<file path="config.mk">
export PLATFORM = sky130hd
export DESIGN_NAME = bus_arbiter
export DESIGN_NICKNAME = d
export VERILOG_FILES = /design/src/rtl/bus_arbiter.sv
export SDC_FILE = /design/constraint.sdc
export NUM_CORES = 1
export LEC_CHECK = 0
export BUFFER_PORTS_ARGS = -buffer_cell sky130_fd_sc_hd__buf_2
export CAP_MARGIN = 20
export CORE_MARGIN = 3
export CORE_UTILIZATION = 45
export DETAILED_ROUTE_END_ITERATION = 12
export PLACE_DENSITY = 0.82
export RECOVER_POWER = 100
export SLEW_MARGIN = 20
export SYNTH_ARGS = -nofsm -noshare
export SYNTH_HDL_FRONTEND = slang
export SYNTH_SLANG_ARGS = --single-unit
</file>
<file path="constraint.sdc">
create_clock -name i_clk -period 2.6 [get_ports i_clk]
set_input_delay 0.52 -clock i_clk [delete_from_list [all_inputs] [get_ports i_clk]]
set_output_delay 0.52 -clock i_clk [all_outputs]
set_load 0.01 [all_outputs]
</file>
<file path="src/rtl/bus_arbiter.sv">
// Two-master (fetch/data) arbiter onto a 16-bit bus, with a per-beat watchdog.
// Define ARB_ROUND_ROBIN_EN for round-robin grants; otherwise data has fixed priority.

`ifndef RW
`define RW 16
`endif
`ifndef I_SIZE
`define I_SIZE 32
`endif

module bus_arbiter #(
  parameter int unsigned TIMEOUT_CYC = 255
) (
  input  logic                i_clk,
  input  logic                i_rst,
  input  logic [`RW-1:0]      i_i_addr,
  input  logic                i_i_req,
  output logic [`I_SIZE-1:0]  o_i_data,
  output logic                o_i_ack,
  input  logic [`RW-1:0]      i_d_addr,
  input  logic [`RW-1:0]      i_d_wdata,
  input  logic                i_d_req,
  input  logic                i_d_we,
  output logic [`RW-1:0]      o_d_rdata,
  output logic                o_d_ack,
  output logic [`RW:0]        o_bus_adr,
  output logic [`RW-1:0]      o_bus_dat,
  output logic                o_bus_cyc,
  output logic                o_bus_stb,
  output logic                o_bus_we,
  output logic                o_bus_ispace,
  input  logic [`RW-1:0]      i_bus_dat,
  input  logic                i_bus_ack,
  output logic                o_timeout
);

  typedef enum logic [2:0] {IDLE, D_ACC, I_LO, I_HI, RESP} state_t;

  localparam logic [7:0] WD_LAST = 8'(TIMEOUT_CYC - 1);

  state_t             state, state_nxt;
  logic [7:0]         wd_cnt, wd_cnt_nxt;
  logic               resp_fetch, resp_fetch_nxt;
  logic               resp_to, resp_to_nxt;
  logic [`I_SIZE-1:0] i_data_nxt;
  logic [`RW-1:0]     d_rdata_nxt;
  logic [`RW-1:0]     beat_data;
  logic               in_beat, wd_expired, beat_end;
  logic               grant_d, grant_i;

  always_ff @(posedge i_clk or negedge i_rst) begin
    if (!i_rst) begin
      state      <= IDLE;
      wd_cnt     <= '0;
      resp_fetch <= 1'b0;
      resp_to    <= 1'b0;
      o_i_data   <= '0;
      o_d_rdata  <= '0;
    end else begin
      state      <= state_nxt;
      wd_cnt     <= wd_cnt_nxt;
      resp_fetch <= resp_fetch_nxt;
      resp_to    <= resp_to_nxt;
      o_i_data   <= i_data_nxt;
      o_d_rdata  <= d_rdata_nxt;
    end
  end

`ifdef ARB_ROUND_ROBIN_EN
  // last_grant: 0 = data was granted last, 1 = fetch was granted last
  logic last_grant;

  always_ff @(posedge i_clk or negedge i_rst) begin
    if (!i_rst) begin
      last_grant <= 1'b0;
    end else if (state == IDLE && (i_d_req || i_i_req)) begin
      last_grant <= grant_i;
    end
  end

  assign grant_d = i_d_req && (!i_i_req || last_grant);
`else
  assign grant_d = i_d_req;
`endif
  assign grant_i = i_i_req && !grant_d;

  // A beat ends on ack, or when the watchdog would reach its limit this cycle.
  always_comb begin
    in_beat    = (state == D_ACC) || (state == I_LO) || (state == I_HI);
    wd_expired = in_beat && !i_bus_ack && (wd_cnt == WD_LAST);
    beat_end   = in_beat && (i_bus_ack || wd_expired);
    beat_data  = i_bus_ack ? i_bus_dat : '0;
  end

  always_comb begin
    state_nxt      = state;
    wd_cnt_nxt     = wd_cnt;
    resp_fetch_nxt = resp_fetch;
    resp_to_nxt    = resp_to;
    i_data_nxt     = o_i_data;
    d_rdata_nxt    = o_d_rdata;
    case (state)
      IDLE: begin
        wd_cnt_nxt = '0;
        if (grant_d)      state_nxt = D_ACC;
        else if (grant_i) state_nxt = I_LO;
      end
      D_ACC: begin
        if (beat_end) begin
          state_nxt      = RESP;
          resp_fetch_nxt = 1'b0;
          resp_to_nxt    = wd_expired;
          if (!i_d_we) d_rdata_nxt = beat_data;
        end else begin
          wd_cnt_nxt = wd_cnt + 8'd1;
        end
      end
      I_LO: begin
        if (beat_end) begin
          i_data_nxt[`RW-1:0] = beat_data;
          resp_fetch_nxt      = 1'b1;
          resp_to_nxt         = wd_expired;
          wd_cnt_nxt          = '0;
          state_nxt           = wd_expired ? RESP : I_HI;
        end else begin
          wd_cnt_nxt = wd_cnt + 8'd1;
        end
      end
      I_HI: begin
        if (beat_end) begin
          i_data_nxt[`I_SIZE-1:`RW] = beat_data;
          resp_to_nxt               = wd_expired;
          state_nxt                 = RESP;
        end else begin
          wd_cnt_nxt = wd_cnt + 8'd1;
        end
      end
      RESP:    state_nxt = IDLE;
      default: state_nxt = IDLE;
    endcase
  end

  // Bus signals are decoded from the state so an async reset drops the strobe at once.
  always_comb begin
    o_bus_adr    = '0;
    o_bus_dat    = '0;
    o_bus_cyc    = 1'b0;
    o_bus_stb    = 1'b0;
    o_bus_we     = 1'b0;
    o_bus_ispace = 1'b0;
    o_i_ack      = 1'b0;
    o_d_ack      = 1'b0;
    o_timeout    = 1'b0;
    case (state)
      D_ACC: begin
        o_bus_adr = {1'b0, i_d_addr};
        o_bus_dat = i_d_wdata;
        o_bus_we  = i_d_we;
        o_bus_cyc = 1'b1;
        o_bus_stb = 1'b1;
      end
      I_LO: begin
        o_bus_adr    = {i_i_addr, 1'b0};
        o_bus_ispace = 1'b1;
        o_bus_cyc    = 1'b1;
        o_bus_stb    = 1'b1;
      end
      I_HI: begin
        o_bus_adr    = {i_i_addr, 1'b1};
        o_bus_ispace = 1'b1;
        o_bus_cyc    = 1'b1;
        o_bus_stb    = 1'b1;
      end
      RESP: begin
        o_i_ack   = resp_fetch;
        o_d_ack   = !resp_fetch;
        o_timeout = resp_to;
      end
      default: ;
    endcase
  end

endmodule
</file>
==> impl_metrics.csv, run 1 <==
group,metric,value,unit
run_status,outcome,"complete, no violations",
grt,track_usage,21.2,%
setup_path,start_kind,"flip-flop",
setup_path,cp.required,2.08,ns
sta,rsz0062_at_grt,"false",
setup_path,crit_path_end_kind,"primary output",
sta,period_share,93.6,%
worst_hold_path,hold_class,"in -> async",
finish,num_antenna_cells,0,
setup_path,critPathMaxStageDelay,0.56,ns
setup_path,slowest_stage,"dfrtp_1",
job,cap_viol_max_count,0,
setup_path,r2r-end,"wd_cnt[5]",
cts,htree_levels,3,
cts,clk_path_buf_depth,2,
floorplan,start_util,47.0,%
routing,ant_nets,0,
finish,drive_above_1_share,35.3,%
sta,skew,0.00974,ns
routing,wl_per_cell,16.6,um
setup_path,crit_type,"reg -> out",
grt,overflow,0,
routing,vias_per_cell,5.34,
synth,synthArstFlopShare,100,%
floorplan,core,6420,um^2
floorplan,fp.dieW,87.9,um
cts,insertion_delay,0.34,ns
setup_path,r2r-start,"wd_cnt[0]",
synth,ys_warn_count,0,
sta,setup_tns,0,ns
place,hpwl,6280,um
setup_path,reg2reg_slack,0.17,ns
routing,num_vias,2632,
setup_path,worstPathCellList,"nor2b_1 > clkbuf_2 > a22o_1 > buf_2",
place,dpl_worst_slack,0.464,ns
routing,first_iter_violations,153,
synth,yosys_most_used_dff,"dfrtp_1",
power_and_ir_drop,p_per_area,1060,nW/um^2
synth,syn_area,3020,um^2
cts,clockRootBuffer,"clkbuf_8",
sta,period_minus_slack,2.43,ns
routing,drtPass1Iterations,4,
setup_path,rr_worst_depth,6,
power_and_ir_drop,vdd_drop_max,433,uV
routing,drc,0,
sta,slew_viol_final,0,
cts,cts_hold_buf,0,
finish,regArea,1530,um^2
floorplan,row_count,29,
sta,fin_ws,0.165,ns
sta,finalSetupViolCount,0,
cts,path_clk_slew,0.07,ns
grt,grt_antenna_before_repair,0,
grt,grt_first_pass_wirelength,12600,um
finish,synthToLayoutAreaGrowth,30.1,%
sta,fmax,411,MHz
finish,final_cell_mix,"buf_2 (84), clkbuf_1 (74), dfrtp_1 (61)",
floorplan,die_area,7730,um^2
synth,synth_fp_nets,323,
place,numPortBuffers,157,
setup_path,crit_fanout,17,
sta,hold_viol_final,0,
cts,cts_tree,"done",
cts,cts.repair.resized,0,
synth,syn_avg_cell_area,12.0,um^2
cts,numCtsBuffers,9,
power_and_ir_drop,p_leak,1.94,nW
place,globalplace.congestion,0.821,
finish,fillers,599,
finish,layout_commonest_cell,"buf_2",
routing,wirelength,8170,um
synth,ys_types,43,
floorplan,io_pins,158,
sta,max-slew-margin-rel,22.1,%
grt,grt_pass1_vias,2552,
cts,postCtsSetupRepairBufs,0,
synth,synth_edf_count,0,
finish,nets,483,
sta,worst_slew_pin_slew,1.17,ns
synth,synth-seq-cells,61,
cts,cts_sinks,61,
synth,synthCells,251,
finish,multi_input_area,1340,um^2
synth,ys_seq_area_share,50.5,%
floorplan,die_y,87.9,um
grt,grt_max_degree,33,
setup_path,arrival,1.91,ns
[registers in the layout, indices dropped and copies added, names as in the netlist]
name        count
o_d_rdata      16
o_i_data       32
resp_fetch      1
resp_to         1
state           3
wd_cnt          8
[cell usage after synthesis (3+ instances only)]
cell type	instances	share of area [%]
nor2_1	7	0.87
and3_1	4	0.83
o21ai_0	5	0.83
nand2b_1	4	0.83
or4_1	3	0.75
mux2_2	36	13
mux2_4	10	5.0
nand2_1	7	0.87
buf_4	3	0.75
a22o_1	15	4.3
nand3_1	5	0.83
a31oi_1	4	0.83
a21oi_1	9	1.5
inv_1	3	0.37
dfrtp_1	61	51
buf_2	4	0.66
clkbuf_1	7	0.87
and2_1	34	7.0
[critical path: cells and delay by family, from the launching register on]
family / cells / cell delay [ns]
AND/OR/NAND/NOR: 1 / 0.28
AO/OA/AOI/OAI: 1 / 0.24
flip-flops: 1 / 0.56
buffers and inverters: 2 / 0.51
[routing by layer]
metal	vias to the layer above	global-route usage [%]	routed length, um
li1	1226	-	-
met3	15	6.30	610
met2	108	32.8	3970
met1	1283	28.9	3500
met4	0	6.28	95
met5	-	0	0
[report_power, final]
| group | internal [mW] | leakage (nW) | total [mW] | switching (mW) |
|---|---|---|---|---|
| combinational | 0.757 | 1.04 | 1.71 | 0.948 |
| sequential | 1.31 | 0.796 | 1.58 | 0.272 |
| clock | 0.496 | 0.110 | 0.856 | 0.361 |
| total | 2.57 | 1.94 | 4.15 | 1.58 |
[worst max path at each step]
| stage | startpoint | end | slack, ns |
|---|---|---|---|
| floorplan | wd_cnt[0] | o_d_rdata[10] | 0.56 |
| global placement | wd_cnt[0] | o_d_rdata[6] | 0.58 |
| detailed placement | wd_cnt[0] | wd_cnt[5] | 0.46 |
| CTS | state[2] | o_bus_adr[15] | 0.24 |
| global route | state[2] | o_bus_adr[11] | 0.03 |
| finish | state[1] | o_bus_adr[15] | 0.17 |
[metrics by stage]
stage / cells / utilization (%) / total power [mW] / hold slack, ns / instance area (um^2)
final: 493 / 61.2 / 4.15 / 0.390 / 3930
after floorplan: 251 / - / 2.70 / 0.224 / 3020
after CTS: 493 / 63.5 / 4.35 / 0.136 / 4080
after global routing: 493 / 61.2 / 4.44 / 0.477 / 3930
after global placement: 477 / 60.3 / 3.40 / 0.484 / 3870
after detailed placement: 477 / 60.3 / 3.48 / 0.489 / 3870
[final cells by class]
type	instances	share of cell area (%)
inverters	3	0.287
multi-input cells	170	34.1
clock buffers	11	3.85
clock inverters	5	1.46
repair buffers	166	19.0
well taps	77	2.45
flip-flops and latches	61	38.9
[cell families (layout without fill, tap and decap cells)]
family | Yosys count | after routing | synth area share [%]
fa+ha+maj | 2 | 2 | 0.828
flops | 61 | 61 | 50.5
simple gates | 75 | 75 | 14.8
compound gates | 44 | 44 | 10.7
xor+xnor | 1 | 1 | 0.290
buf+inv | 20 | 185 | 3.65
mux | 48 | 48 | 19.1
No activity file was read; power rests on OpenSTA's default activity.
==> inputs of run 2 (changes only) <==
==> constraint.sdc (replaced) <==
create_clock -name i_clk -period 2.6 [get_ports i_clk]
set_input_delay 0.52 -clock i_clk [delete_from_list [all_inputs] [get_ports i_clk]]
set_output_delay 0.52 -clock i_clk [all_outputs]
set_load 0.1 [all_outputs]
==> run 2 against run 1 <==
Against the previous run:
- the flow now finishes with violations (capacitance limit, slew limit)
- highest routed layer unchanged
- design area up 9.5%
- first-iteration DRC count down 27%
- worst hold slack better by 0.11 ns
- critical path depth up 1
- non-clock buffer count down 3
- core utilization up 5.8 points
- maximum frequency down 1.3%
- clock skew down 0.0012 ns
- sequential cell count unchanged
- routed wire length up 2.8%
==> impl_metrics.csv, run 2 (same netlist as run 1, synthesis figures left out) <==
group,metric,value,unit
sta,period_minus_slack,2.47,ns
setup_path,arrival,1.95,ns
setup_path,slowest_stage,"dfrtp_1",
job,cap_viol_max_count,1,
cts,clk_path_buf_depth,2,
worst_hold_path,hold_class,"reg -> reg",
grt,grt_first_pass_wirelength,12100,um
floorplan,row_count,29,
cts,path_clk_slew,0.07,ns
setup_path,crit_fanout,32,
sta,period_share,94.9,%
routing,first_iter_violations,111,
finish,largestRegisters,"o_i_data (32), o_d_rdata (16), wd_cnt (8)",
sta,slew_viol_final,29,
routing,wirelength,8400,um
sta,fmax,405,MHz
cts,clockRootBuffer,"clkbuf_8",
floorplan,core,6420,um^2
sta,hold_viol_final,0,
cts,cts_sinks,61,
setup_path,crit_type,"reg -> out",
sta,setup_tns,0,ns
routing,drc,0,
floorplan,fp.dieW,87.9,um
run_status,outcome,"finished with violations",
grt,grt_antenna_before_repair,0,
routing,ant_nets,0,
finish,layout_commonest_cell,"buf_2",
cts,postCtsSetupRepairBufs,0,
worst_hold_path,min_to,"o_i_data[8]",
routing,wl_per_cell,17.1,um
grt,grt_max_degree,34,
routing,drtPass1Iterations,4,
finish,drive_above_1_share,43.6,%
setup_path,critPathMaxStageDelay,0.49,ns
worst_hold_path,min_path_cells,1,
sta,worst_slew_pin_slew,1.51,ns
finish,largest_reg_flops,32,
sta,max-slew-margin-rel,-0.349,%
finish,nets,480,
place,hpwl,6490,um
sta,skew,0.00855,ns
finish,synthToLayoutAreaGrowth,42.4,%
routing,vias_per_cell,5.29,
sta,finalSetupViolCount,0,
setup_path,r2r-start,"wd_cnt[0]",
cts,numCtsBuffers,9,
grt,overflow,0,
grt,track_usage,20.5,%
cts,cts.repair.resized,0,
worst_hold_path,hold_start,"o_i_data[8]",
floorplan,start_util,47.0,%
cts,htree_levels,3,
setup_path,crit_path_end_kind,"primary output",
setup_path,r2r-end,"o_i_data[13]",
setup_path,start_kind,"flip-flop",
setup_path,worstPathCellList,"nand2b_1 > nor2_1 > buf_4 > a22o_1 > buf_6",
cts,cts_tree,"done",
floorplan,die_area,7730,um^2
place,globalplace.congestion,0.792,
cts,cts_hold_buf,0,
sta,rsz0062_at_grt,"false",
setup_path,reg2reg_slack,0.24,ns
finish,regMostFlops,"o_i_data",
floorplan,die_y,87.9,um
floorplan,io_pins,158,
setup_path,cp.required,2.08,ns
routing,num_vias,2590,
finish,fillers,520,
setup_path,rr_worst_depth,6,
run_status,violations,"capacitance limit, slew limit",
grt,grt_pass1_vias,2491,
cts,insertion_delay,0.33,ns
place,numPortBuffers,157,
finish,num_antenna_cells,0,
finish,final_cell_mix,"buf_2 (68), dfrtp_1 (61), clkbuf_1 (50)",
==> run 2: how the worst max path moves through the flow <==
stage               startpoint       endpoint  slack (ns)  depth (start not counted)
CTS                   state[2]   o_bus_adr[4]        0.14                          5
global placement     wd_cnt[0]   o_i_data[10]        0.31                          6
finish                state[2]   o_bus_adr[4]        0.13                          5
global route          state[2]  o_bus_dat[11]        0.01                          5
detailed placement   wd_cnt[0]   o_i_data[13]        0.21                          6
floorplan             state[2]   o_bus_adr[4]        0.07                          5
==> run 2: through the flow <==
stage / hold slack, ns / area, um^2 / setup WS (ns) / utilization, % / cells
2_1_floorplan: 0.224 / 3040 / 0.0658 / - / 251
3_3_place_gp: 0.478 / 4390 / 0.313 / 68.3 / 474
3_5_place_dp: 0.482 / 4390 / 0.211 / 68.3 / 474
4_1_cts: 0.228 / 4570 / 0.138 / 71.2 / 490
5_1_grt: 0.513 / 4300 / 0.0124 / 67.0 / 490
6_report: 0.501 / 4300 / 0.133 / 67.0 / 490
==> run 2: area by class of cell <==
type	count	area [um^2]	share of cell area, %
multi-input combinational	170	1360	31.6
clock inverter	6	61.3	1.43
timing repair buffer	163	1120	26.0
tap	77	96.3	2.24
clock buffer	10	128	2.97
sequential	61	1530	35.5
inverter	3	11.3	0.262
==> run 2: worst max-delay path, delay by kind of cell (launching register included) <==
family | cells | cell delay (ns)
AOI/OAI and AO/OA | 1 | 0.22
buffers and inverters | 2 | 0.52
DFF | 1 | 0.49
and+or+nand+nor | 2 | 0.36
==> run 2: routing by layer <==
| metal | vias to the layer above | global-route usage [%] | routed length, um |
|---|---|---|---|
| li1 | 1217 | - | - |
| met1 | 1289 | 26.4 | 3500 |
| met2 | 79 | 34.0 | 4340 |
| met3 | 5 | 5.64 | 489 |
| met4 | 0 | 5.44 | 59 |
| met5 | - | 0 | 0 |
Power of run 2 is left out: the tool's default activity adds up to more than one toggle a clock period on the data nets, which glitch-free logic cannot reach.
